<file path="src/rtl/filtro_sensores_nivel.sv">
// filtro_sensores_nivel: synchroniser, debouncer and thermometer plausibility
// check for the two 5-bit level-sensor vectors (inverted logic, 0 = wet).
// Optional feature macro: FILTRO_FALHA_SEGURA_EN. When it is defined, a faulted
// channel drives a safe pattern (lower 5'b11110, upper 5'b00000) instead of
// holding its last valid value.
// Output semantics: atualizado_x is a one-clock pulse, registered alongside
// sensores_x, raised only when a valid commit changes the forwarded value.
// There is no back-pressure; the consumer must sample the pulse every clock.

module filtro_canal #(
  parameter int DEBOUNCE_CYCLES = 250000,
  parameter int CNT_W           = 18
`ifdef FILTRO_FALHA_SEGURA_EN
  ,
  parameter logic [4:0] SAFE_VAL = 5'b11111
`endif
) (
  input  logic       clk,
  input  logic       reset_n,
  input  logic [4:0] raw,
  output logic [4:0] filt,
  output logic       atualizado,
  output logic       falha,
  output logic       commit_inv
);

  localparam logic [CNT_W-1:0] CNT_MAX  = CNT_W'(DEBOUNCE_CYCLES);
  localparam logic [CNT_W-1:0] CNT_LAST = CNT_W'(DEBOUNCE_CYCLES - 1);

  logic [4:0]       sync1;
  logic [4:0]       sync2;
  logic [4:0]       cand;
  logic [CNT_W-1:0] cnt;
  logic             commit;
  logic             cand_valid;

  // A commit happens exactly once per stable candidate: the counter saturates
  // at CNT_MAX, so CNT_LAST is passed only once until the candidate changes.
  assign commit     = (sync2 == cand) && (cnt == CNT_LAST);
  assign commit_inv = commit && !cand_valid;

  // Only inverted thermometer codes are physically plausible.
  always_comb begin
    cand_valid = 1'b0;
    case (cand)
      5'b11111, 5'b11110, 5'b11100,
      5'b11000, 5'b10000, 5'b00000: cand_valid = 1'b1;
      default:                      cand_valid = 1'b0;
    endcase
  end

  // Two-flop synchroniser; the raw input feeds the first flop directly.
  always_ff @(posedge clk or negedge reset_n) begin
    if (!reset_n) begin
      sync1 <= 5'b11111;
      sync2 <= 5'b11111;
    end else begin
      sync1 <= raw;
      sync2 <= sync1;
    end
  end

  // Candidate tracking and saturating stability counter.
  always_ff @(posedge clk or negedge reset_n) begin
    if (!reset_n) begin
      cand <= 5'b11111;
      cnt  <= '0;
    end else if (sync2 != cand) begin
      cand <= sync2;
      cnt  <= '0;
    end else if (cnt < CNT_MAX) begin
      cnt <= cnt + 1'b1;
    end
  end

  // Output register: forward valid commits, flag invalid ones.
  always_ff @(posedge clk or negedge reset_n) begin
    if (!reset_n) begin
      filt       <= 5'b11111;
      atualizado <= 1'b0;
      falha      <= 1'b0;
    end else begin
      atualizado <= 1'b0;
      if (commit) begin
        if (cand_valid) begin
          filt       <= cand;
          falha      <= 1'b0;
          atualizado <= (cand != filt);
        end else begin
          falha <= 1'b1;
`ifdef FILTRO_FALHA_SEGURA_EN
          filt  <= SAFE_VAL;
`else
          filt  <= filt;
`endif
        end
      end
    end
  end

endmodule

module filtro_sensores_nivel #(
  parameter int DEBOUNCE_CYCLES = 250000,
  parameter int CNT_W           = 18,
  parameter int EVT_W           = 8
) (
  input  logic             clk,
  input  logic             reset_n,
  input  logic [4:0]       sensores_inf_raw,
  input  logic [4:0]       sensores_sup_raw,
  output logic [4:0]       sensores_inf,
  output logic [4:0]       sensores_sup,
  output logic             atualizado_inf,
  output logic             atualizado_sup,
  output logic             falha_inf,
  output logic             falha_sup,
  output logic [EVT_W-1:0] eventos_falha
);

  logic             inv_inf;
  logic             inv_sup;
  logic [1:0]       n_inv;
  logic [EVT_W:0]   soma;

  filtro_canal #(
    .DEBOUNCE_CYCLES(DEBOUNCE_CYCLES),
    .CNT_W          (CNT_W)
`ifdef FILTRO_FALHA_SEGURA_EN
    ,
    .SAFE_VAL       (5'b11110)
`endif
  ) u_inf (
    .clk       (clk),
    .reset_n   (reset_n),
    .raw       (sensores_inf_raw),
    .filt      (sensores_inf),
    .atualizado(atualizado_inf),
    .falha     (falha_inf),
    .commit_inv(inv_inf)
  );

  filtro_canal #(
    .DEBOUNCE_CYCLES(DEBOUNCE_CYCLES),
    .CNT_W          (CNT_W)
`ifdef FILTRO_FALHA_SEGURA_EN
    ,
    .SAFE_VAL       (5'b00000)
`endif
  ) u_sup (
    .clk       (clk),
    .reset_n   (reset_n),
    .raw       (sensores_sup_raw),
    .filt      (sensores_sup),
    .atualizado(atualizado_sup),
    .falha     (falha_sup),
    .commit_inv(inv_sup)
  );

  // Up to two invalid commits per clock; sum with one spare bit to detect overflow.
  assign n_inv = {1'b0, inv_inf} + {1'b0, inv_sup};
  assign soma  = {1'b0, eventos_falha} + {{(EVT_W-1){1'b0}}, n_inv};

  // Saturating fault-event counter shared by both channels.
  always_ff @(posedge clk or negedge reset_n) begin
    if (!reset_n) begin
      eventos_falha <= '0;
    end else if (soma[EVT_W]) begin
      eventos_falha <= '1;
    end else begin
      eventos_falha <= soma[EVT_W-1:0];
    end
  end

endmodule

</file>
<file path="config.mk">
export PLATFORM = sky130hd
export DESIGN_NAME = filtro_sensores_nivel
export DESIGN_NICKNAME = d
export VERILOG_FILES = /design/src/rtl/filtro_sensores_nivel.sv
export SDC_FILE = /design/constraint.sdc
export NUM_CORES = 1
export LEC_CHECK = 0
export ABC_CLOCK_PERIOD_IN_PS = 3300
export BUFFER_PORTS_ARGS = -buffer_cell sky130_fd_sc_hd__buf_2
export CAP_MARGIN = 40
export CELL_PAD_IN_SITES_DETAIL_PLACEMENT = 1
export CELL_PAD_IN_SITES_GLOBAL_PLACEMENT = 1
export CORE_MARGIN = 2
export CORE_UTILIZATION = 35
export CTS_CLUSTER_SIZE = 14
export DETAILED_ROUTE_END_ITERATION = 8
export PLACE_DENSITY_LB_ADDON = 0.1
export SLEW_MARGIN = 40
export SYNTH_ARGS = -nofsm -noshare
export SYNTH_HDL_FRONTEND = slang
export SYNTH_SLANG_ARGS = --single-unit
</file>
<file path="constraint.sdc">
create_clock -name clk -period 3.3 [get_ports clk]
set_input_delay 0.495 -clock clk [delete_from_list [all_inputs] [get_ports clk]]
set_output_delay 0.495 -clock clk [all_outputs]
set_load 0.02 [all_outputs]
</file>
* After elaboration in Yosys (flattened, before gate mapping) *
Index checks and enable logic that the tools add are counted.

word-level totals
  register bits = 88
  output and inout port bits = 22
  logic and storage cells = 66

cells by class
  add/sub/neg operators = 4
  order comparisons = 2
  eq/ne operators = 18
  multiplexer cells = 13
  reduce and logical (&&, ||, !) cells = 14

operators with widths
  operator                 number
  $mux W18                 4
  $eq A5 B5 Y1 const B     10
  $add A18 B1 Y18 const B  2
  $eq A18 B18 Y1 const B   2
  $lt A18 B18 Y1 const B   2
  $ne A5 B5 Y1             4
  $reduce_or A6 Y1         2
  $eq A5 B5 Y1             2
  $logic_not A5 Y1         2
  $add A8 B2 Y9            1
  $mux W1                  8
  $mux W8                  1
  $logic_and A1 B1 Y1      4
  $reduce_and A2 Y1        2
  $reduce_bool A2 Y1       2
  $add A1 B1 Y2            1
  $logic_not A1 Y1         2

* Logic depth before layout (Yosys ltp) *
  depth after elaboration = 8
  depth in mapped cells = 12
  mapped depth without buffers = 12

* Modules after synthesis *
From an unflattened synthesis, not the netlist that was laid out.

second synthesis, totals
  cells, all modules = 369
  area, all modules = 4126.5 um2

by module, submodules not included
  module                 instances  cells an instance  area each (um2)  sequential area each (um2)
  filtro_canal           2          167                1870.5           1026.0
  filtro_sensores_nivel  1          35                 385.4            200.2

* Worst setup path after synthesis *
OpenSTA, ideal clock, no wires.

  path type = register -> register
  start point = reg u_inf.cnt[6]
  end point = reg eventos_falha[1]
  setup time = 71 ps
  arrival time = 2821 ps
  path slack = 408 ps
  cell stages (with the launch flop) = 12
  path through = dfrtp_1 or3_1 or4_1 nor3_1 nand3_1 fa_1 inv_1 ha_1 nand2_1 nor2_1 nand3_1 nand2b_1

on the way
  longest elaborated chain between the ends = 6

RTL lines
  item                    line  text
  from (decl)             33    logic [CNT_W-1:0] cnt;
  from (signal assigned)  72    cnt <= cnt + 1'b1;
  $eq A18 B18 Y1          39    assign commit = (sync2 == cand) && (cnt == CNT_LAST);
  $logic_and A1 B1 Y1     39
  $logic_and A1 B1 Y1     40    assign commit_inv = commit && !cand_valid;
  $add A1 B1 Y2           161   assign n_inv = {1'b0, inv_inf} + {1'b0, inv_sup};
  $add A8 B2 Y9           162   assign soma = {1'b0, eventos_falha} + {{(EVT_W-1){1'b0}}, n_inv};
  $mux W8                 168   end else if (soma[EVT_W]) begin
  to (signal assigned)    171   eventos_falha <= soma[EVT_W-1:0];
  to (decl)               118   output logic [EVT_W-1:0] eventos_falha

No other way between the ends.
A chain may end at the register's enable or synchronous reset.

* Worst setup path in the final report *
  start point = reg u_sup.cnt[6]
  end point = reg eventos_falha[0]

on the way
  longest elaborated chain between the ends = 6

RTL lines
  item                    line
  from (decl)             33
  from (signal assigned)  72
  $eq A18 B18 Y1          39
  $logic_and A1 B1 Y1     39
  $logic_and A1 B1 Y1     40
  $add A1 B1 Y2           161
  $add A8 B2 Y9           162
  $mux W8                 168

No other way between the ends.

==> reports/results.txt <==
Outcome - finished clean
Vias - 2725
Num ports - 34
Non-Filler Instances - 543
Final Hold Vio Count - 0
H-Tree Depth - 3
Critical path arrival - 3.27 ns
Most frequent cells in the layout - dfrtp_1 (48), nor2_1 (46), dfstp_2 (40)
Fin. max-slew vios - 0
Die Width - 110.5 um
WL final - 8203 um
Placed Area - 4305 um2
Pin count of the biggest net entering global routing - 77
Hold Crit Class - in -> async
Critical Path RT - 3.58 ns
# diodes - 0
Routability congestion estimate - 0.7455
Yosys Warn Count - 0
Rel. slew slack - 0.4818
DRC - 0
Worst setup SP type - flop
GRT Total Usage - 0.1476
Routed len/inst - 15.11 um
Post-CTS sizing - 0
Critical path peak fanout - 6
Net count, final - 414
Achievable clock frequency - 333.8 MHz
CTS buffer count - 9
Pwr Density - 489.4 nW/um2
Drt first pass iters - 4
Worst setup path class - reg -> reg
CTS root buf - clkbuf_16
Mean Syn Cell Area - 10.91 um2
Vias in the first global route - 2950
Count of different cell masters after synthesis - 42
Crit. End Element - flop
Period utilization - 0.9078
CP peak stage delay - 0.54 ns
Antenna violations before repair - 0
Worst Clk Skew - 0.006852 ns
Synth Flop Type - dfrtp_1
Worst Tran Pin Value - 0.7702 ns
Worst path bufs/invs - 1
# rows - 38
PortBufs - 33
Setup violators final - 0
Routed Antenna Nets - 0
Initial Util - 0.3633
RSZ-0062 raised after global routing - false
Most common cell after layout, fill and taps aside - dfrtp_1
Sequential fraction of the synthesis area - 0.5669
Clock sinks - 88
Area Growth Syn to Fin - 16.94%
DRT iter0 DRCs - 106
Biggest regs - u_inf.cnt x18, u_sup.cnt x18, eventos_falha x8
Leakage - 1.935 nW
Post-CTS Hold Fix Bufs - 0
Synthesized area - 3973 um2
Layout cell share with drive strength beyond 1 - 0.2953
Fin Setup TNS - 0 ns
Max VDD drop - 0.0002765 V
Clk Latency, worst-skew pair - 0.34 ns
Core area - 10940 um2
FF+latch count, synth - 88
Reg clk slew, reported paths - 0.07 ns
Post-synth EDFFs - 0
CTS Buffer Depth - 2
TritonCTS clock tree - yes
Setup Buffers After CTS - 0
Worst R2R End - eventos_falha[0]
Placed Cells - 527
Die Ht - 110.5 um
Post-DR vias/cell - 5.018
Crit path max-delay family - simple AND/OR/NAND/NOR gates
DP Wirelength - 5596 um
First-pass GRT wire length - 14590 um
FF-to-FF Start - u_sup.cnt[6]
Slowest CP cell - or4_1
Cell Chain, Critical Path - or3_1 > or4_1 > nor3_2 > nand2_1 > fa_1 > inv_1 > ha_1 > nand2_1 > nor2_2 > nand3_2 > nand2_1
Ys async rst share - 1.000
Final WS setup - 0.3043 ns
Die ar. - 12220 um2
Final min period - 2.996 ns
Setup Slack @ Placement - 0.06522 ns
Reg2Reg Setup Slack - 0.30 ns
GRT overflow - 0
Reg2reg path depth - 11
Post-Layout Inst Area - 4646 um2
Worst setup path startpoint - u_sup.cnt[6]
CP dominant cell by count - nand2_1
Max-Cap Viols - 0
Mapped Cells - 364
Syn nets - 380
cells by family after synthesis:
logic type | Yosys count | share of synthesized area
flip-flops | 88 | 0.5669
AO/OA/AOI/OAI | 25 | 0.04378
XOR/XNOR | 51 | 0.1124
buffers and inverters | 24 | 0.02520
multiplexers | 14 | 0.03874
adder cells (fa/ha/maj) | 4 | 0.01449
AND/OR/NAND/NOR | 158 | 0.1984
cell usage after synthesis (6+ instances only):
cell,number,area share
dfrtp_1,48,0.30
nor2_1,47,0.044
dfstp_2,40,0.26
nand2_1,29,0.027
xnor2_1,28,0.062
xor2_1,23,0.051
nand3_1,21,0.026
clkbuf_1,18,0.017
nor3_1,15,0.019
nand4_1,14,0.022
mux2_2,11,0.031
o21ai_0,7,0.0088
or3_1,6,0.0094
worst max path at each step:
stage | to | slack, ns | cells after the start
after detailed placement | eventos_falha[1] | 0.07 | 11
final | eventos_falha[0] | 0.30 | 11
after global routing | eventos_falha[0] | 0.05 | 11
after global placement | eventos_falha[1] | 0.14 | 11
after CTS | eventos_falha[0] | 0.04 | 11
after floorplan | eventos_falha[1] | 0.41 | 11
per-layer routing:
metal  track usage  vias up  share of wire  routed length [um]
li1              -     1311              -                   -
met3       0.02854       12          0.023                 192
met5             0        -              0                   0
met2        0.2364       32           0.48                3930
met1        0.1926     1370           0.48                3918
met4       0.07000        0          0.020                 161
report_power, final:
group / internal [mW] / total, mW / switching (mW) / leakage [nW]
combinational: 0.0236 / 0.0633 / 0.0398 / 0.690
sequential: 1.11 / 1.13 / 0.0167 / 1.09
clock: 0.647 / 1.08 / 0.432 / 0.156
layout make-up:
cell class / count / area (um2)
Fill cell: 1205 / 6290
Sequential cell: 88 / 2252
Multi-Input combinational cell: 252 / 1638
Clock buffer: 14 / 306.5
Timing Repair Buffer: 42 / 239.0
Tap cell: 140 / 175.2
Inverter: 5 / 18.77
Clock inverter: 2 / 16.27
per-stage QoR:
| stage | hold slack, ns | power (mW) | util |
|---|---|---|---|
| floorplan | 0.1994 | 1.180 | - |
| CTS | 0.2038 | 2.317 | 0.4232 |
| global route | 0.2304 | 2.365 | 0.4248 |
| finish | 0.1680 | 2.274 | 0.4248 |
| global placement | 0.3457 | 1.214 | 0.3934 |
| detailed placement | 0.3472 | 1.216 | 0.3937 |
No activity file was read; power rests on OpenSTA's default activity.
